--- src/rtl/alu_control.sv ---
// Registered ALU operation decoder: {ALUop, funct} -> 3-bit ALU control code one clock later.
// Define ALU_CTRL_ERRCNT_EN to add the saturating illegal-op counter on err_cnt.
module alu_control #(
  parameter int          ERRCNT_W     = 8,
  parameter logic [2:0]  ILLEGAL_CTRL = 3'b000
) (
  input  logic                clk,
  input  logic                rst_n,
  input  logic                in_valid,
  input  logic [1:0]          ALUop,
  input  logic [3:0]          funct,
  output logic [2:0]          ctrl,
  output logic                out_valid,
`ifdef ALU_CTRL_ERRCNT_EN
  output logic                illegal,
  output logic [ERRCNT_W-1:0] err_cnt
`else
  output logic                illegal
`endif
);

  typedef enum logic [1:0] {
    OP_MEM    = 2'b00,
    OP_BRANCH = 2'b01,
    OP_RTYPE  = 2'b10,
    OP_IMM    = 2'b11
  } aluop_e;

  localparam logic [2:0] CTRL_ADD = 3'b000;
  localparam logic [2:0] CTRL_SUB = 3'b001;
  localparam logic [2:0] CTRL_AND = 3'b010;
  localparam logic [2:0] CTRL_OR  = 3'b011;

  logic [2:0] dec_ctrl;
  logic       dec_illegal;

  logic [2:0] ctrl_d, ctrl_q;
  logic       out_valid_d, out_valid_q;
  logic       illegal_d, illegal_q;

  always_comb begin
    dec_ctrl    = CTRL_ADD;
    dec_illegal = 1'b0;
    case (aluop_e'(ALUop))
      OP_MEM:    dec_ctrl = CTRL_ADD;
      OP_BRANCH: dec_ctrl = CTRL_SUB;
      OP_RTYPE: begin
        // Low half of the R-type function space maps straight onto the ctrl encoding.
        if (!funct[3]) begin
          dec_ctrl = funct[2:0];
        end else begin
          dec_ctrl    = ILLEGAL_CTRL;
          dec_illegal = 1'b1;
        end
      end
      OP_IMM: begin
        case (funct)
          4'b0000: dec_ctrl = CTRL_AND;
          4'b0001: dec_ctrl = CTRL_OR;
          4'b0010: dec_ctrl = CTRL_ADD;
          default: begin
            dec_ctrl    = ILLEGAL_CTRL;
            dec_illegal = 1'b1;
          end
        endcase
      end
      default: begin
        dec_ctrl    = ILLEGAL_CTRL;
        dec_illegal = 1'b1;
      end
    endcase
  end

  always_comb begin
    ctrl_d      = ctrl_q;
    illegal_d   = illegal_q;
    out_valid_d = in_valid;
    if (in_valid) begin
      ctrl_d    = dec_ctrl;
      illegal_d = dec_illegal;
    end
  end

  always_ff @(posedge clk) begin
    if (!rst_n) begin
      ctrl_q      <= 3'b000;
      out_valid_q <= 1'b0;
      illegal_q   <= 1'b0;
    end else begin
      ctrl_q      <= ctrl_d;
      out_valid_q <= out_valid_d;
      illegal_q   <= illegal_d;
    end
  end

  assign ctrl      = ctrl_q;
  assign out_valid = out_valid_q;
  assign illegal   = illegal_q;

`ifdef ALU_CTRL_ERRCNT_EN
  logic [ERRCNT_W-1:0] err_cnt_d, err_cnt_q;

  // Counter sticks at all-ones rather than wrapping back to zero.
  always_comb begin
    err_cnt_d = err_cnt_q;
    if (in_valid && dec_illegal && (err_cnt_q != {ERRCNT_W{1'b1}})) begin
      err_cnt_d = err_cnt_q + ERRCNT_W'(1);
    end
  end

  always_ff @(posedge clk) begin
    if (!rst_n) begin
      err_cnt_q <= '0;
    end else begin
      err_cnt_q <= err_cnt_d;
    end
  end

  assign err_cnt = err_cnt_q;
`endif

endmodule

--- config.mk ---
export PLATFORM = sky130hd
export DESIGN_NAME = alu_control
export DESIGN_NICKNAME = d
export VERILOG_FILES = /design/src/rtl/alu_control.sv
export SDC_FILE = /design/constraint.sdc
export NUM_CORES = 1
export LEC_CHECK = 0
export ABC_CLOCK_PERIOD_IN_PS = 800
export BUFFER_PORTS_ARGS = -buffer_cell sky130_fd_sc_hd__buf_4
export CAP_MARGIN = 5
export CORE_AREA = 2 2 39 41
export DETAILED_ROUTE_END_ITERATION = 16
export DIE_AREA = 0 0 41 43
export SYNTH_ARGS = -nofsm -noshare
export SYNTH_HDL_FRONTEND = slang
export SYNTH_SLANG_ARGS = --single-unit
--- constraint.sdc ---
create_clock -name clk -period 0.8 [get_ports clk]
set_input_delay 0.04 -clock clk [delete_from_list [all_inputs] [get_ports clk]]
set_output_delay 0.04 -clock clk [all_outputs]
set_load 0.02 [all_outputs]
==> results by group, run 1 <==
Route
  – DRT Pass-1 Iters: 4
  – Post-route ant nets: 0
  – Starting DRT DRC Count: 5
  – WL/cell: 8.95 um
  – Vias/cell: slightly above 4
  – Residual DRC: 0
  – Routed via count: approximately 240
  – Post-Route WL: 519 um

Layout
  – Fin cells: 58
  – Commonest non-fill, non-tap cell in the layout: buf_4
  – Layout cells sized above 1: 0.476
  – P&R area growth vs syn: 61.4%
  – Filler cell count: 153
  – Final net count: 52
  – Diodes inserted: 0
  – Reg area: 101 um2
  – Most frequent cells in the layout: buf_4, dfxtp_1, o21ai_0, clkbuf_4
  – Multi-input logic area: approximately 130 um2

Clock network
  – PostCTS Resize Cnt: 0
  – Hold buffer count at cts: 0
  – Number of buffers created by CTS: 3
  – Clock Tree Root: clkbuf_4
  – Worst skew pair latency: 0.24 ns
  – Clock transition at path regs: 0.04 ns
  – Clk sinks: 5
  – H-Tree Depth: 1
  – CTS tree: built
  – Clk buf depth: 2
  – Postcts setup bufs: 0

Floorplan
  – Core area: between 1000 and 1500 um2
  – Die area: ~1800 um2
  – Die Ht: 43 um
  – Ports: 14
  – Row count: 14
  – Starting Density: 0.171
  – Die W: 41 um

Timing
  – Hold Vio Cnt, Final: 0
  – Hold slack: approximately 0.032 ns
  – Slew Limit Fails: 0
  – Final worst path period share: 0.932
  – Finish-stage setup viols: 0
  – Slew HR: 0.879
  – Post-Route Setup TNS: 0 ns
  – Tmin final: 0.745 ns
  – RSZ-0062 raised after global routing: no
  – Worst slew pin tran: around 0.18 ns
  – Fin Clk Skew: 0 ns
  – Max Clock Freq: roughly 1.3 GHz
  – Final worst slack: roughly 0.055 ns

Pwr
  – Peak VDD IR: about 520 uV
  – Power per cell area: around 1800 nW/um2
  – Static Leakage: 0.168 nW
  – Pwr Total: about 0.67 mW

Worst hold path
  – Endpoint, Worst Hold: ctrl[0]
  – Hold Startpoint: in_valid
  – Worst Hold Depth: 2
  – Path category of the worst min-delay check: input port to register

Synthesis
  – Main combinational cell family by area after synthesis: simple AND/OR/NAND/NOR gates
  – Yosys Warn Count: 0
  – Post-synthesis compound-gate area fraction: 0.206
  – Adder-cell share of the synthesized area: 0
  – Synth Area in Simple Gates: 0.312
  – Multiplexer share of the synthesized area: 0.0423
  – Synth cell types: 17
  – Cell Area, Synth: 236 um2
  – Syn nets: 34
  – Seq/Total Area, Yosys: 0.423
  – Area share of the largest cell type after synthesis: 0.423
  – Xor and xnor area share after synthesis: 0
  – Mapped Cells: 25
  – #FFs+latches synth: 5
  – Mapped Avg Cell Area: about 9.5 um2
  – Area leader, netlist: dfxtp_1
  – Synth top area cells: dfxtp_1, nand4b_1, o21ai_0, nand3b_1, nand3b_2

Worst setup path
  – WP data required: between 0.7 and 0.8 ns
  – RR Startpoint: ctrl[2]
  – CP Buf/Inv Count: 1
  – Crit-path max FO: 2
  – Cell family with most CP delay: flip-flops
  – Worst r2r dst: ctrl[2]
  – CP cell instances: buf_4
  – FF-to-FF setup slack: approximately 0.13 ns
  – Critical Path Max Stage Delay: between 0.3 and 0.4 ns
  – Crit end category: output pin
  – Worst R2R Path Depth: 3
  – WP data arrival: between 0.7 and 0.8 ns
  – Crit start category: register
  – Kind of critical path: register to output pin
  – Worst path slowest cell: dfxtp_1

GRT
  – First-pass GRT wire length: around 800 um
  – Total GRT Usage: 0.0772
  – Largest net degree at the start of global routing: 9
  – Initial antenna violation count: 0
  – Vias in the first global route: just under 200
  – GRT Residual Overflow: 0

Place
  – Dpl hpwl: about 400 um
  – Setup slack after placement: between 0.1 and 0.15 ns
  – GP Congestion: roughly 0.7
  – Port bufs: 13
  – Dpl cells: 54

Job
  – Max Cap Viol: 0

Status
  – Status: finished, final reports clean
[power breakdown]
group / leakage [nW] / internal (mW) / switching [mW]
Sequential: 0.0415 / 0.261 / 0.00421
Combinational: 0.111 / 0.0600 / 0.0515
Clock: 0.0150 / 0.189 / 0.108
Total: 0.168 / 0.510 / 0.164
[cell type report]
| class | count | share of cell area |
|---|---|---|
| sequential | 5 | 0.266 |
| tap | 16 | 0.0525 |
| timing repair buffer | 13 | 0.256 |
| inverter | 1 | 0.00984 |
| clock buffer | 4 | 0.0689 |
| multi-input combinational | 19 | 0.348 |
[logic make-up (layout without fill, tap and decap cells)]
group | count (synthesis) | in the layout
and+or+nand+nor | 10 | 10
DFF | 5 | 5
buffers and inverters | 1 | 18
AOI/OAI and AO/OA | 8 | 8
muxes | 1 | 1
[Yosys cell counts]
library cell,count
and2_1,1
inv_1,1
a21o_1,1
nand2b_1,1
a31oi_1,1
nor2_1,1
mux2i_1,1
nand3_1,1
o22ai_1,1
a21oi_1,1
nand4b_1,2
o21ai_2,1
and2_4,1
dfxtp_1,5
nand3b_2,1
o21ai_0,3
nand3b_1,2
[how the worst max path moves through the flow]
stage / from / end / slack [ns] / cells past startpoint
global placement: funct[1] / illegal / 0.11 / 4
finish: ctrl[0] / ctrl[0] / 0.05 / 1
global route: ctrl[0] / ctrl[0] / 0.01 / 1
floorplan: ctrl[2] / ctrl[2] / 0.03 / 3
detailed placement: funct[1] / illegal / 0.12 / 4
CTS: illegal / illegal / 0.04 / 1
[state kept, by name, indices dropped and copies added, names as in the netlist]
register and count:
illegal 1, out_valid 1, ctrl 3
[routing by layer]
metal  part of all wire  track usage
met1               0.43       0.0994
met2               0.44       0.0688
met3               0.10       0.0471
met4              0.023        0.100
met5                  0            0
[metrics by stage]
step                       util  area [um2]
after global routing      0.276         382
after CTS                 0.275         380
final                     0.276         382
after detailed placement  0.256         354
after global placement    0.256         354
after floorplan               -         236
(Power assumes the default switching activity.)
==> run 2: changes to the inputs <==
--- a/config.mk
+++ b/config.mk
@@ -11,6 +11,7 @@
 export CORE_AREA = 2 2 39 41
 export DETAILED_ROUTE_END_ITERATION = 16
 export DIE_AREA = 0 0 41 43
+export SETUP_SLACK_MARGIN = 0.1
 export SYNTH_ARGS = -nofsm -noshare
 export SYNTH_HDL_FRONTEND = slang
 export SYNTH_SLANG_ARGS = --single-unit
==> results by group, run 2 (synthesized netlist as in run 1, its figures left out) <==
Route
  – Residual DRC: 0
  – Starting DRT DRC Count: 6
  – Vias/cell: slightly above 4
  – Post-Route WL: roughly 490 um
  – Post-route ant nets: 0
  – DRT Pass-1 Iters: 4
  – WL/cell: between 8 and 9 um
  – Routed via count: 240

GRT
  – Largest net degree at the start of global routing: 9
  – Initial antenna violation count: 0
  – Vias in the first global route: approximately 170
  – Total GRT Usage: 0.0644
  – First-pass GRT wire length: about 700 um
  – GRT Residual Overflow: 0

Worst setup path
  – Critical Path Stages: 1
  – WP data required: about 0.76 ns
  – Crit start category: register
  – CP cell instances: buf_6
  – Kind of critical path: register to output pin
  – RR Startpoint: ctrl[2]
  – Critical Path Max Stage Delay: 0.32 ns
  – FF-to-FF setup slack: around 0.13 ns
  – WP data arrival: roughly 0.67 ns
  – Worst path slowest cell: dfxtp_2
  – Worst r2r dst: ctrl[2]
  – Cell family with most CP delay: flip-flops
  – CP Buf/Inv Count: 1
  – Crit end category: output pin
  – Worst R2R Path Depth: 3
  – Crit-path max FO: 2

Layout
  – Filler cell count: 155
  – Diodes inserted: 0
  – Final net count: between 50 and 60
  – Max reg flops: 3
  – Commonest non-fill, non-tap cell in the layout: buf_4
  – P&R area growth vs syn: 71.4%
  – Layout cells sized above 1: 0.571
  – Most frequent cells in the layout: buf_4, dfxtp_2, buf_6
  – Final Instance Area: ~410 um2
  – Multi-input logic area: 133 um2
  – Reg area: ~110 um2

Pwr
  – Static Leakage: around 0.17 nW
  – Int Pwr: a little over 0.5 mW
  – Clock power share: 0.423
  – Peak VDD IR: 586 uV
  – Pwr Total: around 0.67 mW
  – Sw Share: 0.228
  – Combinational fraction of design power: 0.176
  – Register share of total power: 0.402
  – Power per cell area: 1650 nW/um2
  – Sw power: 0.153 mW

Worst hold path
  – Hold Startpoint: in_valid
  – Endpoint, Worst Hold: ctrl[0]
  – Worst Hold Depth: 2
  – Path category of the worst min-delay check: input port to register

Clock network
  – Clock Tree Root: clkbuf_4
  – Number of buffers created by CTS: 3
  – Clk buf depth: 2
  – Clk sinks: 5
  – Hold buffer count at cts: 0
  – Worst skew pair latency: roughly 0.24 ns
  – H-Tree Depth: 1
  – Clock transition at path regs: roughly 0.04 ns
  – CTS tree: built

Status
  – Status: finished, final reports clean

Job
  – Max Cap Viol: 0

Timing
  – Post-Route Setup TNS: 0 ns
  – Finish-stage setup viols: 0
  – RSZ-0062 raised after global routing: yes
  – Final worst slack: 0.0851 ns
  – Worst slew pin tran: about 0.18 ns
  – Slew HR: 0.880
  – Fin Clk Skew: 0 ns
  – Slew Limit Fails: 0
  – Hold Vio Cnt, Final: 0
  – Tmin final: between 0.7 and 0.8 ns
  – Final worst path period share: 0.894
  – Max Clock Freq: 1.40 GHz

Floorplan
  – Die area: around 1800 um2
  – Die Ht: 43 um
  – Row count: 14
  – Starting Density: 0.171
  – Core area: between 1000 and 1500 um2
  – Die W: between 40 and 50 um
  – Ports: 14

Place
  – Port bufs: 13
  – DP Area: between 300 and 400 um2
  – GP Congestion: around 0.7
  – Setup slack after placement: 0.119 ns
[run 2: final cells by class]
cell class | instances | share of cell area
inverter | 1 | 0.00926
multi-input combinational | 19 | 0.327
timing repair buffer | 13 | 0.287
clock buffer | 4 | 0.0648
tap | 16 | 0.0494
sequential | 5 | 0.262
[run 2: repair_timing]
action / in CTS / in global routing
pin swaps: 0 / 1
endpoints found under the setup margin: 5 / 7
setup buffers: 0 / 0
endpoints found under the hold margin: 0 / 0
gates resized for setup: 8 / 0
[run 2: how the worst max path moves through the flow]
stage / from / endpoint / slack, ns
floorplan: ctrl[2] / ctrl[2] / 0.09
global placement: funct[1] / illegal / 0.09
detailed placement: funct[1] / illegal / 0.12
CTS: ctrl[0] / ctrl[0] / 0.07
global route: ctrl[0] / ctrl[0] / 0.06
finish: ctrl[0] / ctrl[0] / 0.09
[run 2: routing by layer]
| metal | track usage | part of all wire |
|---|---|---|
| met1 | 0.0874 | 0.48 |
| met2 | 0.0594 | 0.39 |
| met3 | 0.0628 | 0.13 |
| met4 | 0.0400 | 0 |
| met5 | 0 | 0 |
[run 2: stage by stage]
stage / std cells / util / hold slack [ns]
after CTS: 58 / 0.293 / 0.0316
final: 58 / 0.293 / 0.0359
after global placement: 54 / 0.258 / 0.277
after global routing: 58 / 0.293 / 0.0488
after floorplan: 25 / - / 0.133
after detailed placement: 54 / 0.258 / 0.284
[run 2: power groups by stage]
stage	registers (mW)	logic [mW]	clock network, mW
2_1_floorplan	0.283	0.0317	0
3_3_place_gp	0.270	0.112	0
3_5_place_dp	0.271	0.112	0
4_1_cts	0.269	0.119	0.298
5_1_grt	0.269	0.128	0.318
6_report	0.269	0.118	0.283
==> run 3: changes to the inputs <==
==> constraint.sdc (replaced) <==
create_clock -name clk -period 0.8 [get_ports clk]
set_input_delay 0 -clock clk [delete_from_list [all_inputs] [get_ports clk]]
set_output_delay 0 -clock clk [all_outputs]
set_load 0.02 [all_outputs]
==> results by group, run 3 (synthesized netlist as in run 1, its figures left out) <==
Job
  – Max Cap Viol: 0

Worst setup path
  – CP Launch Point: ctrl[1]
  – WP data required: approximately 0.80 ns
  – Cell family with most CP delay: flip-flops
  – Worst r2r dst: ctrl[2]
  – Worst path slowest cell: dfxtp_2
  – CP cell instances: buf_6
  – Crit-path max FO: 2
  – Critical Path Stages: 1
  – RR Startpoint: ctrl[2]
  – Crit start category: register
  – CP Buf/Inv Count: 1
  – CP Capture Point: ctrl[1]
  – WP data arrival: 0.68 ns
  – Kind of critical path: register to output pin
  – Worst R2R Path Depth: 3
  – Critical Path Max Stage Delay: 0.33 ns
  – FF-to-FF setup slack: around 0.13 ns
  – Crit end category: output pin

Layout
  – Fin cells: 59
  – P&R area growth vs syn: 75.1%
  – Max reg flops: 3
  – Diodes inserted: 0
  – Final net count: between 50 and 60
  – Layout cells sized above 1: 0.535
  – Multi-input logic area: ~130 um2
  – Filler cell count: ~160
  – Commonest non-fill, non-tap cell in the layout: buf_4
  – Reg area: about 110 um2
  – Most frequent cells in the layout: buf_4, buf_6, dfxtp_2

Clock network
  – Postcts setup bufs: 0
  – Clock Tree Root: clkbuf_4
  – CTS tree: built
  – Worst skew pair latency: ~0.24 ns
  – H-Tree Depth: 1
  – Number of buffers created by CTS: 3
  – Clk sinks: 5
  – Clock transition at path regs: around 0.040 ns
  – Clk buf depth: 2

GRT
  – Total GRT Usage: 0.0733
  – Largest net degree at the start of global routing: 9
  – Busiest grt layer: met2
  – M1 GR Usage: 0.0707
  – M3 GR Usage: 0.0838
  – Vias in the first global route: 201
  – First-pass GRT wire length: about 770 um
  – Routing usage on met2: 0.0906
  – GRT Residual Overflow: 0
  – Initial antenna violation count: 0

Floorplan
  – Ports: 14
  – Die area: between 1500 and 2000 um2
  – Starting Density: 0.171
  – Die Ht: about 43 um
  – Core area: approximately 1400 um2
  – Row count: 14
  – Die W: around 41 um

Worst hold path
  – Worst Hold Depth: 2
  – Path category of the worst min-delay check: input port to register

Timing
  – Max Clock Freq: 1.47 GHz
  – RSZ-0062 raised after global routing: yes
  – Tmin final: about 0.7 ns
  – Hold Vio Cnt, Final: 0
  – Slew HR: 0.887
  – Worst slew pin tran: 0.165 ns
  – Post-Route Setup TNS: 0 ns
  – Final worst path period share: 0.852
  – Finish-stage setup viols: 0
  – Fin Clk Skew: 0 ns
  – Hold slack: around 0.018 ns
  – Slew Limit Fails: 0
  – Final worst slack: ~0.12 ns

Place
  – Setup slack after placement: roughly 0.13 ns
  – Dpl cells: 54
  – Dpl hpwl: ~430 um
  – GP Congestion: 0.729
  – Port bufs: 13

Route
  – Vias/cell: between 4 and 5
  – Starting DRT DRC Count: 11
  – Routed via count: ~250
  – Residual DRC: 0
  – Post-Route WL: roughly 540 um
  – WL/cell: 9.17 um
  – Post-route ant nets: 0
  – DRT Pass-1 Iters: 4

Pwr
  – Power per cell area: 1640 nW/um2
  – Peak VDD IR: 386 uV
  – Static Leakage: 0.177 nW

Status
  – Status: finished, final reports clean
==> run 3: layer usage <==
metal / vias up / share of wire
met5: - / 0
met4: 0 / 0
met3: 0 / 0.15
met2: 14 / 0.43
met1: 104 / 0.42
li1: 128 / -
==> run 3: layout make-up <==
class / instances / area share
well taps: 16 / 0.0483
multi-input cells: 19 / 0.320
flip-flops and latches: 5 / 0.254
clock buffers: 4 / 0.0634
repair buffers: 14 / 0.305
inverters: 1 / 0.00906
==> run 3: timing repair <==
item / 4_1_cts / 5_1_grt
endpoints found under the setup margin: 4 / 7
hold buffers: 1 / 0
endpoints found under the hold margin: 1 / 0
gates resized for setup: 6 / 2
pin swaps: 0 / 1
==> run 3: where the power goes <==
part | internal (mW) | switching [mW]
combinational | 0.0697 | 0.0521
sequential | 0.262 | 0.00642
clock | 0.188 | 0.0991
==> run 3: metrics by stage <==
stage	util	area [um2]	power (mW)
after floorplan	-	239	0.315
after global placement	0.258	357	0.383
after detailed placement	0.258	357	0.382
after CTS	0.297	410	0.692
after global routing	0.299	414	0.726
final	0.299	414	0.678
==> run 3: worst min path at each step <==
stage	start	endpoint
2_1_floorplan	in_valid	ctrl[0]
3_3_place_gp	in_valid	ctrl[0]
3_5_place_dp	in_valid	ctrl[0]
4_1_cts	rst_n	ctrl[2]
5_1_grt	rst_n	ctrl[2]
6_report	rst_n	ctrl[2]
